**src/rtl/framebuffer_blend_rmw_if.sv**
```systemverilog
// Bus bundle of the framebuffer read-modify-write sequencer: fragment input,
// framebuffer read/write ports and the external blender connection.
interface framebuffer_blend_rmw_if #(
   parameter int SUB_PIXEL_WIDTH = 8,
   parameter int ADDR_WIDTH      = 16
);
   localparam int PIXEL_WIDTH = 4 * SUB_PIXEL_WIDTH;

   // Handshakes: a transfer happens on a rising clock edge where valid and ready
   // are both 1; a master holds valid and payload stable until that edge.
   // rd_data_valid is a plain strobe with no backpressure.
   logic                   s_frag_valid;
   logic                   s_frag_ready;
   logic [ADDR_WIDTH-1:0]  s_frag_addr;
   logic [PIXEL_WIDTH-1:0] s_frag_color;
   logic                   s_frag_blend_en;

   logic                   m_rd_valid;
   logic                   m_rd_ready;
   logic [ADDR_WIDTH-1:0]  m_rd_addr;
   logic                   rd_data_valid;
   logic [PIXEL_WIDTH-1:0] rd_data;

   logic [PIXEL_WIDTH-1:0] blend_src_color;
   logic [PIXEL_WIDTH-1:0] blend_dest_color;
   logic [PIXEL_WIDTH-1:0] blend_color;

   logic                   m_wr_valid;
   logic                   m_wr_ready;
   logic [ADDR_WIDTH-1:0]  m_wr_addr;
   logic [PIXEL_WIDTH-1:0] m_wr_data;

   modport master (
      input  s_frag_valid, s_frag_addr, s_frag_color, s_frag_blend_en,
      input  m_rd_ready, rd_data_valid, rd_data, blend_color, m_wr_ready,
      output s_frag_ready, m_rd_valid, m_rd_addr,
      output blend_src_color, blend_dest_color,
      output m_wr_valid, m_wr_addr, m_wr_data
   );

   modport slave (
      output s_frag_valid, s_frag_addr, s_frag_color, s_frag_blend_en,
      output m_rd_ready, rd_data_valid, rd_data, blend_color, m_wr_ready,
      input  s_frag_ready, m_rd_valid, m_rd_addr,
      input  blend_src_color, blend_dest_color,
      input  m_wr_valid, m_wr_addr, m_wr_data
   );
endinterface

```
**src/rtl/framebuffer_blend_rmw.sv**
```systemverilog
// Read-modify-write sequencer between the fragment pipeline and the color buffer:
// fetch destination pixel, wait out the external blender, write the result back.
module framebuffer_blend_rmw #(
   parameter int SUB_PIXEL_WIDTH = 8,
   parameter int ADDR_WIDTH      = 16,
   parameter int BLEND_LATENCY   = 1
) (
   input  logic                  aclk,
   input  logic                  resetn,
   framebuffer_blend_rmw_if.master bus,
   output logic                  busy,
   output logic                  rd_stray,
   output logic [2:0]            dbg_state
);
   localparam int PIXEL_WIDTH = 4 * SUB_PIXEL_WIDTH;
   localparam int CW = (BLEND_LATENCY < 1) ? 1 : $clog2(BLEND_LATENCY + 1);

   typedef enum logic [2:0] {
      IDLE    = 3'd0,
      RD_REQ  = 3'd1,
      RD_WAIT = 3'd2,
      BLEND   = 3'd3,
      WR      = 3'd4
   } state_t;

   state_t                 state, state_d;
   logic [ADDR_WIDTH-1:0]  addr_q;
   logic [PIXEL_WIDTH-1:0] src_q;
   logic [PIXEL_WIDTH-1:0] dst_q;
   logic [PIXEL_WIDTH-1:0] wr_data_q;
   logic [CW-1:0]          cnt_q;
   logic                   frag_ready;
   logic                   rd_valid;
   logic                   wr_valid;
   logic                   frag_hs;

   always_comb begin
      state_d    = state;
      frag_ready = 1'b0;
      rd_valid   = 1'b0;
      wr_valid   = 1'b0;
      case (state)
         IDLE: begin
            frag_ready = resetn;
            if (bus.s_frag_valid && resetn)
               state_d = bus.s_frag_blend_en ? RD_REQ : WR;
         end
         RD_REQ: begin
            rd_valid = 1'b1;
            if (bus.m_rd_ready) state_d = RD_WAIT;
         end
         RD_WAIT: begin
            if (bus.rd_data_valid) state_d = BLEND;
         end
         BLEND: begin
            if (cnt_q == '0) state_d = WR;
         end
         WR: begin
            wr_valid = 1'b1;
            if (bus.m_wr_ready) state_d = IDLE;
         end
         default: state_d = IDLE;
      endcase
   end

   assign frag_hs = bus.s_frag_valid && frag_ready;

   always_ff @(posedge aclk or negedge resetn) begin
      if (!resetn) begin
         state     <= IDLE;
         addr_q    <= '0;
         src_q     <= '0;
         dst_q     <= '0;
         wr_data_q <= '0;
         cnt_q     <= '0;
         rd_stray  <= 1'b0;
      end else begin
         state <= state_d;
         if (frag_hs) begin
            addr_q <= bus.s_frag_addr;
            src_q  <= bus.s_frag_color;
            if (!bus.s_frag_blend_en) wr_data_q <= bus.s_frag_color;
         end
         if (state == RD_WAIT && bus.rd_data_valid) begin
            dst_q <= bus.rd_data;
            cnt_q <= CW'(BLEND_LATENCY);
         end
         // Blender output is only trusted once its whole pipeline has seen the captured inputs.
         if (state == BLEND) begin
            if (cnt_q == '0) wr_data_q <= bus.blend_color;
            else             cnt_q     <= cnt_q - 1'b1;
         end
         if (bus.rd_data_valid && state != RD_WAIT) rd_stray <= 1'b1;
      end
   end

   assign bus.s_frag_ready     = frag_ready;
   assign bus.m_rd_valid       = rd_valid;
   assign bus.m_rd_addr        = addr_q;
   assign bus.m_wr_valid       = wr_valid;
   assign bus.m_wr_addr        = addr_q;
   assign bus.m_wr_data        = wr_data_q;
   assign bus.blend_src_color  = src_q;
   assign bus.blend_dest_color = dst_q;
   assign busy                 = (state != IDLE);
   assign dbg_state            = state;
endmodule

```
**src/flat_wrapper.sv**
```systemverilog
// flat-port wrapper written by rule: the top's interface ports become plain ports
module framebuffer_blend_rmw_flat 
#(
   parameter int SUB_PIXEL_WIDTH = 8,
   parameter int ADDR_WIDTH      = 16,
   parameter int BLEND_LATENCY   = 1
)
  (aclk, resetn, busy, rd_stray, dbg_state, bus_s_frag_valid, bus_s_frag_addr, bus_s_frag_color, bus_s_frag_blend_en, bus_m_rd_ready, bus_rd_data_valid, bus_rd_data, bus_blend_color, bus_m_wr_ready, bus_s_frag_ready, bus_m_rd_valid, bus_m_rd_addr, bus_blend_src_color, bus_blend_dest_color, bus_m_wr_valid, bus_m_wr_addr, bus_m_wr_data);
  framebuffer_blend_rmw_if #(.SUB_PIXEL_WIDTH(SUB_PIXEL_WIDTH), .ADDR_WIDTH(ADDR_WIDTH)) bus_i ();
  input  logic aclk;
  input  logic resetn;
  output logic busy;
  output logic rd_stray;
  output logic [2:0] dbg_state;
  input wire logic [$bits(bus_i.s_frag_valid)-1:0] bus_s_frag_valid;
  input wire logic [$bits(bus_i.s_frag_addr)-1:0] bus_s_frag_addr;
  input wire logic [$bits(bus_i.s_frag_color)-1:0] bus_s_frag_color;
  input wire logic [$bits(bus_i.s_frag_blend_en)-1:0] bus_s_frag_blend_en;
  input wire logic [$bits(bus_i.m_rd_ready)-1:0] bus_m_rd_ready;
  input wire logic [$bits(bus_i.rd_data_valid)-1:0] bus_rd_data_valid;
  input wire logic [$bits(bus_i.rd_data)-1:0] bus_rd_data;
  input wire logic [$bits(bus_i.blend_color)-1:0] bus_blend_color;
  input wire logic [$bits(bus_i.m_wr_ready)-1:0] bus_m_wr_ready;
  output wire logic [$bits(bus_i.s_frag_ready)-1:0] bus_s_frag_ready;
  output wire logic [$bits(bus_i.m_rd_valid)-1:0] bus_m_rd_valid;
  output wire logic [$bits(bus_i.m_rd_addr)-1:0] bus_m_rd_addr;
  output wire logic [$bits(bus_i.blend_src_color)-1:0] bus_blend_src_color;
  output wire logic [$bits(bus_i.blend_dest_color)-1:0] bus_blend_dest_color;
  output wire logic [$bits(bus_i.m_wr_valid)-1:0] bus_m_wr_valid;
  output wire logic [$bits(bus_i.m_wr_addr)-1:0] bus_m_wr_addr;
  output wire logic [$bits(bus_i.m_wr_data)-1:0] bus_m_wr_data;
  assign bus_i.s_frag_valid = bus_s_frag_valid;
  assign bus_i.s_frag_addr = bus_s_frag_addr;
  assign bus_i.s_frag_color = bus_s_frag_color;
  assign bus_i.s_frag_blend_en = bus_s_frag_blend_en;
  assign bus_i.m_rd_ready = bus_m_rd_ready;
  assign bus_i.rd_data_valid = bus_rd_data_valid;
  assign bus_i.rd_data = bus_rd_data;
  assign bus_i.blend_color = bus_blend_color;
  assign bus_i.m_wr_ready = bus_m_wr_ready;
  assign bus_s_frag_ready = bus_i.s_frag_ready;
  assign bus_m_rd_valid = bus_i.m_rd_valid;
  assign bus_m_rd_addr = bus_i.m_rd_addr;
  assign bus_blend_src_color = bus_i.blend_src_color;
  assign bus_blend_dest_color = bus_i.blend_dest_color;
  assign bus_m_wr_valid = bus_i.m_wr_valid;
  assign bus_m_wr_addr = bus_i.m_wr_addr;
  assign bus_m_wr_data = bus_i.m_wr_data;
  framebuffer_blend_rmw #(.SUB_PIXEL_WIDTH(SUB_PIXEL_WIDTH), .ADDR_WIDTH(ADDR_WIDTH), .BLEND_LATENCY(BLEND_LATENCY)) u_core (.aclk(aclk), .resetn(resetn), .bus(bus_i), .busy(busy), .rd_stray(rd_stray), .dbg_state(dbg_state));
endmodule
```
**config.mk**
```make
export PLATFORM = sky130hd
export DESIGN_NAME = framebuffer_blend_rmw_flat
export DESIGN_NICKNAME = d
export VERILOG_FILES = /design/src/rtl/framebuffer_blend_rmw_if.sv /design/src/rtl/framebuffer_blend_rmw.sv /design/src/flat_wrapper.sv
export SDC_FILE = /design/constraint.sdc
export NUM_CORES = 1
export LEC_CHECK = 0
export BUFFER_PORTS_ARGS = -buffer_cell sky130_fd_sc_hd__buf_2
export CORE_AREA = 2 2 126 104
export DETAILED_ROUTE_END_ITERATION = 10
export DIE_AREA = 0 0 128 106
export PLACE_DENSITY = 0.82
export SYNTH_ARGS = -nofsm -noshare
export SYNTH_HDL_FRONTEND = slang
export SYNTH_SLANG_ARGS = --single-unit
```
**constraint.sdc**
```tcl
create_clock -name aclk -period 1.7 [get_ports aclk]
set_clock_uncertainty 0.1 [all_clocks]
set_input_delay 0 -clock aclk [delete_from_list [all_inputs] [get_ports aclk]]
set_output_delay 0 -clock aclk [all_outputs]
set_load 0.005 [all_outputs]
```
==> impl_results.md <==
* Synth top area cells: dfrtp_1 (59%), mux2_2 (13%), mux2_1 (4.8%), a31oi_1 (4.0%), nand3_1 (3.2%)
* Ys flop type: dfrtp_1
* GPL Wtd Cong at 0.803
* Count leader, synth: dfrtp_1
* Placed cells at between 700 and 800
* CTS root buf: clkbuf_16
* Synth Area per Inst at roughly 12 um^2
* TritonRoute pass-1 iters at 6
* Die area at 13600 um^2
* Measured slew at the worst slew-check pin at between 0.6 and 0.7 ns
* Reg2reg path depth at 5
* Port bufs at 254
* Final setup violation count at 97
* Cell area after synthesis at roughly 4900 um^2
* Final min period at between 1.5 and 2 ns
* Per-cell routed wire length at 18.9 um
* CTS tree: done
* Overall power at ~0.014 W
* First-pass GRT wire length at 26300 um
* CTS sink cnt at 117
* Nets@finish at 894
* Worst-path clk slew at 0.05 ns
* Seq/Total Area, Yosys at 59.2%
* GR Overflow Total at 0
* Async SR Flop Fraction at 100%
* Fmax at 0.566 GHz
* Violated checks: negative setup slack
* Final worst setup slack at -0.0654 ns
* Leakage at 4.00 nW
* Num rows at 37
* Worst Setup EP: u_core.bus.blend_dest_color[17]$_DFFE_PN0P_
* CP max FO at 9
* Setup crit start: u_core.dbg_state[2]$_DFFE_PN0P_
* Leading area contributor after synthesis: dfrtp_1
* Max VDD drop at 0.000949 V
* Post-synth EDFFs at 0
* CTS Buf Count at 17
* Reg2Reg Launch Point: u_core.dbg_state[2]$_DFFE_PN0P_
* Share of cells above drive strength 1 at around half
* Register bit total from synthesis at 117
* YS warnings at 0
* CTS Buffer Depth at 2
* Iter 0 DRT Violations at 324
* R2R Setup Slk at -0.07 ns
* Rel. slew slack at 58.3%
* Status: finished, violations left
* Core Region at 12400 um^2
* Top cell type's share of synthesized area at 59.2%
* Top cells by instance count after synthesis: dfrtp_1 (117), mux2_2 (59), nor2_1 (34), a31oi_1 (32), nand3_1 (32)
* DR vias/cell at ~5.2
* DRT antenna net count at 0
* Antenna violations before repair at 3
* CP endpoint kind: flip-flop
* Critical Path AT at 1.96 ns
* Vias in the first global route at 5164
* Dpl hpwl at 9950 um
* Die Y at 106 um
* IO Pins at about 260
* Vias at 4967
* Net Count, Synth at 521
* Crit-path slowest cell: dfrtp_2
* Gr usage total at ~25%
* CP Class: flip-flop to flip-flop
* Startpoint types: flip-flop
* WP data required at 1.89 ns
* Post-synth cell types at 31
* Largest net degree at the start of global routing at 66
* Initial core utilization at 39.9%
* WL final at 17900 um
* Syn Inst Count at 402
* CP peak stage delay at 0.39 ns
* Number of H-tree levels at 4
* Final Hold Violating Endpoints at 0
* Fin. max-slew vios at 0
* Finished Core Util at around two thirds
* Max Cap Viol at 0
* CP Cell Sequence: buf_4 -> nor2b_2 -> and3_4 -> clkbuf_16 -> mux2_2
* Die width at 128 um
* DRC Markers at 0
* Hold Path Class: input pin to asynchronous set/reset pin
* Unrepaired setup endpoints after global routing: true
* Pwr dens at 1680 nW/um^2
* Setup_tns at -3.21 ns
* Final period utilization at 104%
* Area delta synth->final at 72.0%
* Clock latency on the worst-skew pair at approximately 0.41 ns
* Non-Filler Instances at 947
* Reg2reg end: u_core.bus.blend_dest_color[17]$_DFFE_PN0P_
timing repair:
item                       in CTS  in global routing
hold endpoints to repair      185                  0
setup endpoints to repair      91                115
buffers inserted                0                  3
pin swaps                       0                 17
hold buffers                  118                  0
resized for setup              11                 36
gates cloned                    1                  4
metal layers:
metal	share of wire, %	global-route usage (%)	vias to the layer above	wire length (um)
li1	-	-	2168	-
met4	4.3	13.3	0	768
met2	52	45.3	312	9330
met1	36	27.1	2417	6550
met5	0	0	-	0
met3	7.2	7.75	70	1300
critical path: cells and delay by family (launching register included):
family	cells	cell delay [ns]
buffers and inverters	2	0.37
flip-flops	1	0.39
AND/OR/NAND/NOR	2	0.45
multiplexers	1	0.34
through the flow:
step	hold WS, ns	cell area [um^2]	setup WS, ns
floorplan	-0.396	4950	-0.0681
global placement	-0.0390	6390	0.00587
detailed placement	-0.0220	6390	-0.0419
CTS	0.136	8210	-0.0487
global route	0.133	8510	-0.112
finish	0.0986	8510	-0.0654
cell families after synthesis:
family / count (synthesis) / synth area share [%]
multiplexers: 81 / 18.4
buffers and inverters: 51 / 6.07
AND/OR/NAND/NOR: 81 / 7.99
AO/OA/AOI/OAI: 72 / 8.35
flip-flops: 117 / 59.2
sequential cells by signal, summed over array words and instances, names as in the netlist:
register	flops
u_core.dbg_state	3
u_core.rd_stray	1
u_core.bus.m_rd_addr	16
u_core.bus.blend_src_color	32
u_core.bus.blend_dest_color	32
u_core.cnt_q	1
u_core.bus.m_wr_data	32
final cells by class:
| cell class | count | area [um^2] |
|---|---|---|
| antenna | 3 | 7.51 |
| clock buffer | 22 | 464 |
| clock inverter | 10 | 105 |
| fill | 839 | 3900 |
| inverter | 5 | 18.8 |
| multi-input combinational | 234 | 1940 |
| sequential | 117 | 2930 |
| tap | 156 | 195 |
| timing repair buffer | 400 | 2850 |
report_power, final:
group	switching [W]	internal (W)	leakage, nW	total, W
Combinational	0.00259	0.00317	2.33	0.00576
Clock	0.00122	0.00221	0.279	0.00343
Sequential	0.000850	0.00422	1.39	0.00507
cells in the final DEF, fill, tap and decap left out, types with 2 or more instances in the layout:
master | synthesis | layout
a21oi_1 | 3 | 3
a31oi_1 | 32 | 28
a31oi_4 | 0 | 3
buf_12 | 0 | 6
buf_2 | 6 | 253
buf_4 | 21 | 14
buf_6 | 3 | 4
bufinv_16 | 0 | 2
clkbuf_1 | 13 | 3
clkbuf_16 | 0 | 21
clkbuf_8 | 0 | 2
clkinv_2 | 0 | 6
clkinvlp_4 | 0 | 2
dfrtp_1 | 117 | 116
diode_2 | 0 | 3
dlygate4sd3_1 | 0 | 118
inv_1 | 5 | 5
mux2_1 | 21 | 17
mux2_2 | 59 | 53
mux2_4 | 0 | 10
nand2_1 | 4 | 4
nand3_1 | 32 | 25
nand3_2 | 0 | 4
nand3_4 | 0 | 3
nor2_1 | 34 | 33
o21ai_0 | 28 | 24
o21ai_1 | 5 | 6
o21ai_2 | 0 | 3
worst min path at each step:
stage,from,endpoint,slack (ns),cells past startpoint
finish,resetn,u_core.dbg_state[0]$_DFFE_PN0P_,0.1,3
global route,resetn,u_core.bus.blend_dest_color[24]$_DFFE_PN0P_,0.13,3
CTS,resetn,u_core.bus.blend_dest_color[2]$_DFFE_PN0P_,0.14,3
detailed placement,resetn,u_core.dbg_state[1]$_DFFE_PN0P_,-0.02,2
global placement,resetn,u_core.dbg_state[1]$_DFFE_PN0P_,-0.04,2
floorplan,resetn,u_core.bus.blend_dest_color[0]$_DFFE_PN0P_,-0.40,0
Power figures use the tool's default switching activity.
